### config.mk
export PLATFORM = sky130hd
export DESIGN_NAME = ski_fetch_service_flat
export DESIGN_NICKNAME = d
export VERILOG_FILES = /design/src/rtl/ski_fetch_service_pkg.sv /design/src/rtl/ski_fetch_service_if.sv /design/src/rtl/ski_fetch_service_prio_pick.sv /design/src/rtl/ski_fetch_service.sv /design/src/flat_wrapper.sv
export SDC_FILE = /design/constraint.sdc
export NUM_CORES = 1
export LEC_CHECK = 0
export ABC_AREA = 0
export CORE_AREA = 2 2 245 247
export DETAILED_ROUTE_END_ITERATION = 7
export DIE_AREA = 0 0 247 249
export PLACE_DENSITY = 0.61
export SLEW_MARGIN = 5
export SYNTH_ARGS = -nofsm -noshare
export SYNTH_HDL_FRONTEND = slang
export SYNTH_SLANG_ARGS = --single-unit
### constraint.sdc
create_clock -name system1000 -period 2.6 [get_ports system1000]
set_input_delay 0.39 -clock system1000 [delete_from_list [all_inputs] [get_ports system1000]]
set_output_delay 0.39 -clock system1000 [all_outputs]
set_load 0.02 [all_outputs]
### src/rtl/ski_fetch_service_pkg.sv
// Shared types and helpers for the SKI heap-fetch stage: slot/frame layout,
// tag codes and FSM state encoding.
package ski_fetch_service_pkg;

  localparam int unsigned PTR_W   = 32;
  localparam int unsigned DATA_W  = 63;
  localparam int unsigned SLOT_W  = DATA_W + 2;
  localparam int unsigned NSLOT   = 4;
  localparam int unsigned IDX_W   = 2;
  localparam int unsigned FRAME_W = NSLOT * SLOT_W;

  localparam logic [1:0] TAG_EMPTY = 2'b00;
  localparam logic [1:0] TAG_PEND  = 2'b01;
  localparam logic [1:0] TAG_FILL  = 2'b10;

  typedef enum logic [1:0] {
    ST_IDLE  = 2'd0,
    ST_ISSUE = 2'd1,
    ST_WAIT  = 2'd2,
    ST_DONE  = 2'd3
  } state_e;

  typedef struct packed {
    logic [1:0]        tag;
    logic [DATA_W-1:0] payload;
  } slot_t;

  // Slot k sits at bits [(k+1)*SLOT_W-1 : k*SLOT_W], matching the flat port layout.
  typedef slot_t [NSLOT-1:0] frame_t;

  function automatic logic [PTR_W-1:0] slot_ptr(input logic [DATA_W-1:0] payload);
    return PTR_W'(payload);
  endfunction

  function automatic logic [NSLOT-1:0] pend_mask(input frame_t frame);
    logic [NSLOT-1:0] m;
    m = '0;
    for (int k = 0; k < int'(NSLOT); k++) begin
      m[k] = (frame[k].tag == TAG_PEND);
    end
    return m;
  endfunction

endpackage

### src/rtl/ski_fetch_service_if.sv
// Frame-in, heap-read and frame-out handshakes of the fetch stage.
interface ski_fetch_service_if;
  import ski_fetch_service_pkg::*;

  logic              req_valid_i;
  frame_t            req_frame_i;
  logic              req_ready_o;
  logic              mem_rd_valid_o;
  logic [PTR_W-1:0]  mem_rd_addr_o;
  logic              mem_rd_ready_i;
  logic              mem_rsp_valid_i;
  logic [DATA_W-1:0] mem_rsp_data_i;
  logic              out_valid_o;
  frame_t            out_frame_o;
  logic              out_ready_i;
  logic              busy_o;
  logic              stray_rsp_o;

  modport slave (
    input  req_valid_i, req_frame_i, mem_rd_ready_i, mem_rsp_valid_i,
           mem_rsp_data_i, out_ready_i,
    output req_ready_o, mem_rd_valid_o, mem_rd_addr_o, out_valid_o,
           out_frame_o, busy_o, stray_rsp_o
  );

  modport master (
    output req_valid_i, req_frame_i, mem_rd_ready_i, mem_rsp_valid_i,
           mem_rsp_data_i, out_ready_i,
    input  req_ready_o, mem_rd_valid_o, mem_rd_addr_o, out_valid_o,
           out_frame_o, busy_o, stray_rsp_o
  );

endinterface

### src/rtl/ski_fetch_service_prio_pick.sv
// Lowest-set-bit priority encoder over the 4 pending-slot flags.
module ski_prio_pick (
  input  logic [3:0] i_req,
  output logic [1:0] o_idx_c,
  output logic       o_any_c
);

  always_comb begin
    o_idx_c = 2'd0;
    o_any_c = |i_req;
    casez (i_req)
      4'b???1: o_idx_c = 2'd0;
      4'b??10: o_idx_c = 2'd1;
      4'b?100: o_idx_c = 2'd2;
      4'b1000: o_idx_c = 2'd3;
      default: o_idx_c = 2'd0;
    endcase
  end

endmodule

### src/rtl/ski_fetch_service.sv
// Heap-fetch stage: reads one heap word per pending slot (lowest index first),
// marks the slot filled, then hands the completed frame to the service stage.
module ski_fetch_service
  import ski_fetch_service_pkg::*;
(
  input  logic                system1000,
  input  logic                system1000_rstn,
  ski_fetch_service_if.slave  bus
);

  state_e             r_state, w_state_nxt;
  frame_t             r_frame, w_frame_nxt;
  logic [NSLOT-1:0]   r_pend, w_pend_nxt, w_pick_in, w_cur_oh;
  logic [IDX_W-1:0]   r_cur, w_cur_nxt, w_pick_idx;
  logic               w_pick_any;
  logic [PTR_W-1:0]   r_rd_addr, w_addr_nxt;
  logic               r_req_ready, r_rd_valid, r_out_valid, r_busy, r_stray;
  logic               w_accept, w_stray_nxt;

  // In WAIT the picker looks ahead to the next slot; otherwise it scans the incoming frame.
  assign w_cur_oh  = NSLOT'(1) << r_cur;
  assign w_pick_in = (r_state == ST_WAIT) ? (r_pend & ~w_cur_oh)
                                          : pend_mask(bus.req_frame_i);
  assign w_accept  = r_req_ready && bus.req_valid_i;

  ski_prio_pick u_pick (
    .i_req   (w_pick_in),
    .o_idx_c (w_pick_idx),
    .o_any_c (w_pick_any)
  );

  always_comb begin
    w_state_nxt = r_state;
    w_frame_nxt = r_frame;
    w_pend_nxt  = r_pend;
    w_cur_nxt   = r_cur;
    w_addr_nxt  = r_rd_addr;
    unique case (r_state)
      ST_IDLE: begin
        if (w_accept) begin
          w_frame_nxt = bus.req_frame_i;
          w_pend_nxt  = w_pick_in;
          w_cur_nxt   = w_pick_idx;
          w_addr_nxt  = slot_ptr(bus.req_frame_i[w_pick_idx].payload);
          w_state_nxt = w_pick_any ? ST_ISSUE : ST_DONE;
        end
      end
      ST_ISSUE: begin
        if (bus.mem_rd_ready_i) w_state_nxt = ST_WAIT;
      end
      ST_WAIT: begin
        if (bus.mem_rsp_valid_i) begin
          w_frame_nxt[r_cur] = {TAG_FILL, bus.mem_rsp_data_i};
          w_pend_nxt         = w_pick_in;
          w_cur_nxt          = w_pick_idx;
          if (w_pick_any) begin
            w_addr_nxt  = slot_ptr(r_frame[w_pick_idx].payload);
            w_state_nxt = ST_ISSUE;
          end else begin
            w_state_nxt = ST_DONE;
          end
        end
      end
      ST_DONE: begin
        if (bus.out_ready_i) w_state_nxt = ST_IDLE;
      end
      default: w_state_nxt = ST_IDLE;
    endcase
  end

  // A response is only legal while a read is outstanding.
  assign w_stray_nxt = r_stray || (bus.mem_rsp_valid_i && (r_state != ST_WAIT));

  always_ff @(posedge system1000 or negedge system1000_rstn) begin
    if (!system1000_rstn) r_state <= ST_IDLE;
    else                  r_state <= w_state_nxt;
  end

  always_ff @(posedge system1000 or negedge system1000_rstn) begin
    if (!system1000_rstn) begin
      r_frame     <= '0;
      r_pend      <= '0;
      r_cur       <= '0;
      r_rd_addr   <= '0;
      r_req_ready <= 1'b1;
      r_rd_valid  <= 1'b0;
      r_out_valid <= 1'b0;
      r_busy      <= 1'b0;
      r_stray     <= 1'b0;
    end else begin
      r_frame     <= w_frame_nxt;
      r_pend      <= w_pend_nxt;
      r_cur       <= w_cur_nxt;
      r_rd_addr   <= w_addr_nxt;
      r_req_ready <= (w_state_nxt == ST_IDLE);
      r_rd_valid  <= (w_state_nxt == ST_ISSUE);
      r_out_valid <= (w_state_nxt == ST_DONE);
      r_busy      <= (w_state_nxt != ST_IDLE);
      r_stray     <= w_stray_nxt;
    end
  end

  assign bus.req_ready_o    = r_req_ready;
  assign bus.mem_rd_valid_o = r_rd_valid;
  assign bus.mem_rd_addr_o  = r_rd_addr;
  assign bus.out_valid_o    = r_out_valid;
  assign bus.out_frame_o    = r_frame;
  assign bus.busy_o         = r_busy;
  assign bus.stray_rsp_o    = r_stray;

endmodule
### src/flat_wrapper.sv
// flat-port wrapper written by rule: the top's interface ports become plain ports
module ski_fetch_service_flat import ski_fetch_service_pkg::*;
  (system1000, system1000_rstn, bus_req_valid_i, bus_req_frame_i, bus_mem_rd_ready_i, bus_mem_rsp_valid_i, bus_mem_rsp_data_i, bus_out_ready_i, bus_req_ready_o, bus_mem_rd_valid_o, bus_mem_rd_addr_o, bus_out_valid_o, bus_out_frame_o, bus_busy_o, bus_stray_rsp_o);
  ski_fetch_service_if bus_i ();
  input  logic system1000;
  input  logic system1000_rstn;
  input wire logic [$bits(bus_i.req_valid_i)-1:0] bus_req_valid_i;
  input wire logic [$bits(bus_i.req_frame_i)-1:0] bus_req_frame_i;
  input wire logic [$bits(bus_i.mem_rd_ready_i)-1:0] bus_mem_rd_ready_i;
  input wire logic [$bits(bus_i.mem_rsp_valid_i)-1:0] bus_mem_rsp_valid_i;
  input wire logic [$bits(bus_i.mem_rsp_data_i)-1:0] bus_mem_rsp_data_i;
  input wire logic [$bits(bus_i.out_ready_i)-1:0] bus_out_ready_i;
  output wire logic [$bits(bus_i.req_ready_o)-1:0] bus_req_ready_o;
  output wire logic [$bits(bus_i.mem_rd_valid_o)-1:0] bus_mem_rd_valid_o;
  output wire logic [$bits(bus_i.mem_rd_addr_o)-1:0] bus_mem_rd_addr_o;
  output wire logic [$bits(bus_i.out_valid_o)-1:0] bus_out_valid_o;
  output wire logic [$bits(bus_i.out_frame_o)-1:0] bus_out_frame_o;
  output wire logic [$bits(bus_i.busy_o)-1:0] bus_busy_o;
  output wire logic [$bits(bus_i.stray_rsp_o)-1:0] bus_stray_rsp_o;
  assign bus_i.req_valid_i = bus_req_valid_i;
  assign bus_i.req_frame_i = bus_req_frame_i;
  assign bus_i.mem_rd_ready_i = bus_mem_rd_ready_i;
  assign bus_i.mem_rsp_valid_i = bus_mem_rsp_valid_i;
  assign bus_i.mem_rsp_data_i = bus_mem_rsp_data_i;
  assign bus_i.out_ready_i = bus_out_ready_i;
  assign bus_req_ready_o = bus_i.req_ready_o;
  assign bus_mem_rd_valid_o = bus_i.mem_rd_valid_o;
  assign bus_mem_rd_addr_o = bus_i.mem_rd_addr_o;
  assign bus_out_valid_o = bus_i.out_valid_o;
  assign bus_out_frame_o = bus_i.out_frame_o;
  assign bus_busy_o = bus_i.busy_o;
  assign bus_stray_rsp_o = bus_i.stray_rsp_o;
  ski_fetch_service u_core (.system1000(system1000), .system1000_rstn(system1000_rstn), .bus(bus_i));
endmodule
# Yosys cells after proc, flatten, opt, wreduce, memory -nomap -nowiden

Cells that the tools add are included.

Mux-type cells: 28
Bitwise gates (word level): 2
Magnitude comparators: 3
Shift-type cells: 1
Reductions and logical operators: 11
Eq/ne operators: 16

Operator list:

| cell                 | number |
|---|---|
| $mux W260            | 2 |
| $pmux W260 S2        | 1 |
| $bmux W65 S2         | 2 |
| $bwmux W260          | 1 |
| $mux W32             | 5 |
| $demux W65 S2        | 1 |
| $mux W65             | 1 |
| $pmux W32 S2         | 1 |
| $mux W2              | 7 |
| $eq A2 B1 Y1 const B | 6 |
| $mux W4              | 3 |
| $eq A2 B2 Y1 const B | 4 |
| $pmux W2 S4          | 1 |
| $pmux W4 S2          | 1 |
| $lt A2 B3 Y1 const B | 2 |
| $ne A2 B2 Y1 const B | 3 |
| $pmux W2 S3          | 1 |
| $and A4 B4 Y4        | 1 |
| $eq A4 B4 Y1 const B | 1 |
| $logic_not A2 Y1     | 2 |
| $not A4 Y4           | 1 |
| $pmux W2 S2          | 1 |
| $reduce_and A4 Y1    | 1 |
| $reduce_bool A2 Y1   | 2 |
| 8 further kinds      | 10 |

Input port bits: 329
Flip-flop bits (word level): 305
Output and inout port bits: 297

# Logic depth before layout (Yosys ltp)

Depth after elaboration: 11
Gate-level depth with buffers: 10

# Cells and area by module

From an unflattened synthesis, not the netlist that was laid out.

Cell total of the unflattened synthesis: 1419
Area total of the unflattened synthesis: 14964.4 sq um

Modules (own cells, without submodules):

| module            | cells an instance | area each (sq um) | instances |
|---|---|---|---|
| ski_fetch_service | 1412              | 14929.3           | 1 |
| ski_prio_pick     | 7                 | 35.0              | 1 |

# Worst setup path after synthesis

Ideal clock, no wire load.

Path kind: register to register
From: register u_core.r_req_ready, in the netlist u_core.bus.req_ready_o
To: register u_core.r_frame (netlist bit u_core.bus.out_frame_o[10])
Stages on the path, launching flop included: 8
Setup time: 0.126 ns
Required time: 2.474 ns
Clock period less this slack: 1.933 ns
Arrival: 1.807 ns
Setup slack: 0.667 ns
Path buffers: 2
Cell sequence: dfstp_2 -> nand3_1 -> a21oi_1 -> o21ai_0 -> clkbuf_1 -> clkbuf_1 -> a221oi_1 -> nor2_1

Longest elaborated chain between the ends: 3

RTL lines:

| what                        | line                    | text |
|---|---|---|
| start: declaration          | ski_fetch_service.sv:17 | `logic r_req_ready, r_rd_valid, r_out_valid, r_busy, r_stray;` |
| start signal: assignment    | ski_fetch_service.sv:95 | `r_req_ready <= (w_state_nxt == ST_IDLE);` |
| $logic_and A1 B1 Y1         | ski_fetch_service.sv:24 | `assign w_accept = r_req_ready && bus.req_valid_i;` |
| $ne A2 B1 Y1 (no line)      | --                      |  |
| $reduce_and A3 Y1 (no line) | --                      |  |
| end signal: assignment      | ski_fetch_service.sv:91 | `r_frame <= w_frame_nxt;` |
| end: declaration            | ski_fetch_service.sv:12 | `frame_t r_frame, w_frame_nxt;` |

Every way passes these cells.
A chain may end at the register's enable or synchronous reset.

# Worst setup path in the final report

From: register u_core.r_cur[1]
To: register u_core.r_frame (netlist bit u_core.bus.out_frame_o[67])

Longest elaborated chain between the ends: 7
Elaborated cells on any way between the ends: 8

RTL lines:

| what                                                                      | line                    | text |
|---|---|---|
| start: declaration                                                        | ski_fetch_service.sv:14 | `logic [IDX_W-1:0] r_cur, w_cur_nxt, w_pick_idx;` |
| start signal: assignment                                                  | ski_fetch_service.sv:93 | `r_cur <= w_cur_nxt;` |
| $lt A2 B3 Y1 (implied by the code) / $ge A2 B1 Y1 (equally long branches) | ski_fetch_service.sv:53 | `w_frame_nxt[r_cur] = {TAG_FILL, bus.mem_rsp_data_i};` |
| $logic_and A1 B1 Y1 (implied by the code)                                 | ski_fetch_service.sv:53 |  |
| $mux W65 (implied by the code)                                            | ski_fetch_service.sv:53 |  |
| $demux W65 S2 (*)                                                         | --                      |  |
| $bwmux W260 (*)                                                           | ski_fetch_service.sv:53 |  |
| $mux W260 (*)                                                             | ski_fetch_service.sv:52 | `if (bus.mem_rsp_valid_i) begin` |
| $pmux W260 S2 (*)                                                         | ski_fetch_service.sv:38 | `unique case (r_state)` |

Mark *: on every way between the ends. The rest lies on a longest branch, timed or not. The select of a mux whose other input is x is not followed.

==> run summary <==
minimum clock period: 2.39 ns
total CTS buffers: 40
critical path class: reg -> reg
Clk pin slew, worst setup/hold paths: 0.06 ns
routability congestion estimate: 0.936
GRT Total Usage: 25.7%
initial antenna violation count: 4
final WL: 82100 um
Setup Skew: 0.0125 ns
DRC: 0
commonest non-fill, non-tap cells in the layout: clkdlybuf4s50_1, nor2_1, dfrtp_1, a221oi_1, buf_4
clock buffer depth: 3
Max Freq: 418 MHz
top_reg_cell synth: dfrtp_1
synthesized area: 0.0150 mm2
HP Class: in -> async
layout filler cell count: 5714
TNS Setup: 0 ns
Post-synth EDFFs: 0
clock root cell: clkbuf_16
number of buffers added on ports: 625
CTS Sinks: 305
IO Count: 626
final setup violation count: 0
first-pass detailed-route iteration total: 7
via/cell ratio: 5.67
area of the core: 0.0587 mm2
Final Slew Violations: 0
CP startpoint kind: flip-flop
Max Cap Viol: 0
CP Data Required Time: 3.08 ns
worst-margin pin slew: 1.02 ns
PwrDens: 1360 mW/mm2
Critical R2R Capture: u_core.bus.out_frame_o[67]
Net Count, Synth: 1968
Layout Nets: 2544
met3 track demand over resource: 5.89%
crit end category: flip-flop
largest net degree at the start of global routing: 158
area of the multi-input gates: 0.00686 mm2
Starting Density: 25.6%
worst-path fanout max: 26
FF+latch count, synth: 305
Static Leak: 9.07 nW
met2 GRT Util: 41.7%
post-synthesis cell count: 1639
Register Area: 0.00763 mm2
CP Data Arrival Time: 2.87 ns
H-tree depth: 2
# Post-CTS Setup Buffers: 0
Peak VDD IR: 0.641 mV
Seq/Total Area, Yosys: 50.7%
met1 usage: 32.6%
Top Usage Layer GRT: met2
Rel. slew slack: 31.6%
total of warnings raised by yosys: 0
RR Startpoint: u_core.r_cur[1]
Die Ht: 249 um
CTS tree: yes
Synth async-reset ratio: 100%
average wire per standard cell: 27.2 um
1st-iter DRT viols: 1766
DR vias: 17100
period utilization: 91.9%
RSZ-0062 raised after global routing: false
Fin. Hold Viols: 0
row cnt: 89
global-route wire length before repair: 118000 um
Die ar.: 0.0615 mm2
antenna viol nets, final: 0
vias in the first global route: 17600
Synth-to-Final Area Change: 59.6%
grt ovf: 0
reg2reg setup slack: 0.21 ns
layout cells sized above 1: 7.49%
chip width: 247 um
post-synth cell types: 38
commonest non-fill, non-tap cell in the layout: clkdlybuf4s50_1
Post-Syn Area per Cell: 9.18 um2
Reg2Reg Depth: 5
status: finished, final reports clean
Clock Latency Late Sink: 0.55 ns
post-route core utilization: 40.9%
DP HPWL: 55600 um
stage by stage:
stage	hold slack, ns	instances	total power, mW	cell area (um2)	setup WS (ns)
floorplan	0.0944	1639	17.4	15000	0.667
global placement	0.375	2945	26.7	22700	-0.0718
detailed placement	0.375	2945	26.9	22700	-0.114
CTS	0.378	3016	32.7	24000	0.211
global route	0.416	3017	34.2	24000	0.0794
finish	0.383	3018	32.6	24000	0.210
registers in the layout, indices dropped and copies added (netlist names):
name and flops:
u_core.bus.busy_o 1, u_core.bus.mem_rd_addr_o 32, u_core.bus.mem_rd_valid_o 1, u_core.bus.out_frame_o 260, u_core.bus.out_valid_o 1, u_core.bus.req_ready_o 1, u_core.bus.stray_rsp_o 1, u_core.r_cur 2
u_core.r_pend 4, u_core.r_state 2
Yosys cell counts (3+ instances only):
library cell	count	area, um2
a21oi_1	36	180
a21oi_2	4	35.0
o21a_1	33	248
nand2_1	15	56.3
clkbuf_1	126	473
or3_1	33	206
o221ai_1	32	280
nor2_1	548	2060
nand2b_1	7	43.8
nor3_1	34	170
buf_2	32	160
o22a_1	36	315
o21ai_0	35	175
buf_6	3	33.8
o211ai_1	32	240
a221oi_1	252	2210
nand3_1	4	20.0
a31oi_1	36	225
a22o_1	6	52.6
dfrtp_1	304	7610
a21o_1	3	22.5
buf_1	6	22.5
nor2b_1	3	18.8
worst max-delay path by stage:
stage / end / cells past startpoint / start
after global placement: u_core.bus.mem_rd_addr_o[3] / 10 / bus_req_frame_i[194]
after floorplan: u_core.bus.out_frame_o[10] / 7 / u_core.bus.req_ready_o
after CTS: u_core.bus.mem_rd_addr_o[29] / 7 / u_core.r_state[0]
after global routing: u_core.bus.out_frame_o[126] / 5 / u_core.r_cur[1]
after detailed placement: u_core.bus.mem_rd_addr_o[6] / 10 / bus_req_frame_i[194]
final: u_core.bus.out_frame_o[67] / 5 / u_core.r_cur[1]
metal layers:
layer	up-vias	routed length (um)
met2	1177	38900
li1	7263	-
met3	226	7830
met4	2	3190
met5	-	12
met1	8458	32100
area by class of cell:
type                       count  area share, %
sequential                   305           31.8
timing repair buffer         702           30.1
multi-input combinational   1164           28.6
clock buffer                  57           4.90
tap                          773           4.03
clock inverter                13          0.537
inverter                       2         0.0313
antenna                        2         0.0208
critical path, stage by stage (launching register included):
cell and delay, ns:
dfrtp_1 0.47, nand2b_1 0.36, nor2_4 0.85, buf_4 0.37
a221oi_1 0.11, nor2_1 0.13
cells by family (layout without fill, tap and decap cells):
kind of cell	count (synthesis)	after routing	synth area share, %
simple gates	651	651	17.4
compound gates	513	513	27.1
flops	305	305	50.7
buf+inv	170	774	4.68
other cells	0	2	0
power breakdown:
group	switching [mW]	total, mW	internal [mW]
combinational	10.4	17.8	7.46
clock	2.27	5.62	3.35
sequential	1.94	9.11	7.17
total	14.6	32.6	18.0
timing repair:
| item | 4_1_cts | 5_1_grt |
|---|---|---|
| hold buffers | 1 | 0 |
| gates resized for setup | 0 | 0 |
| hold endpoints to repair | 47 | 0 |
Note: power is estimated with default switching activity, not from simulation.
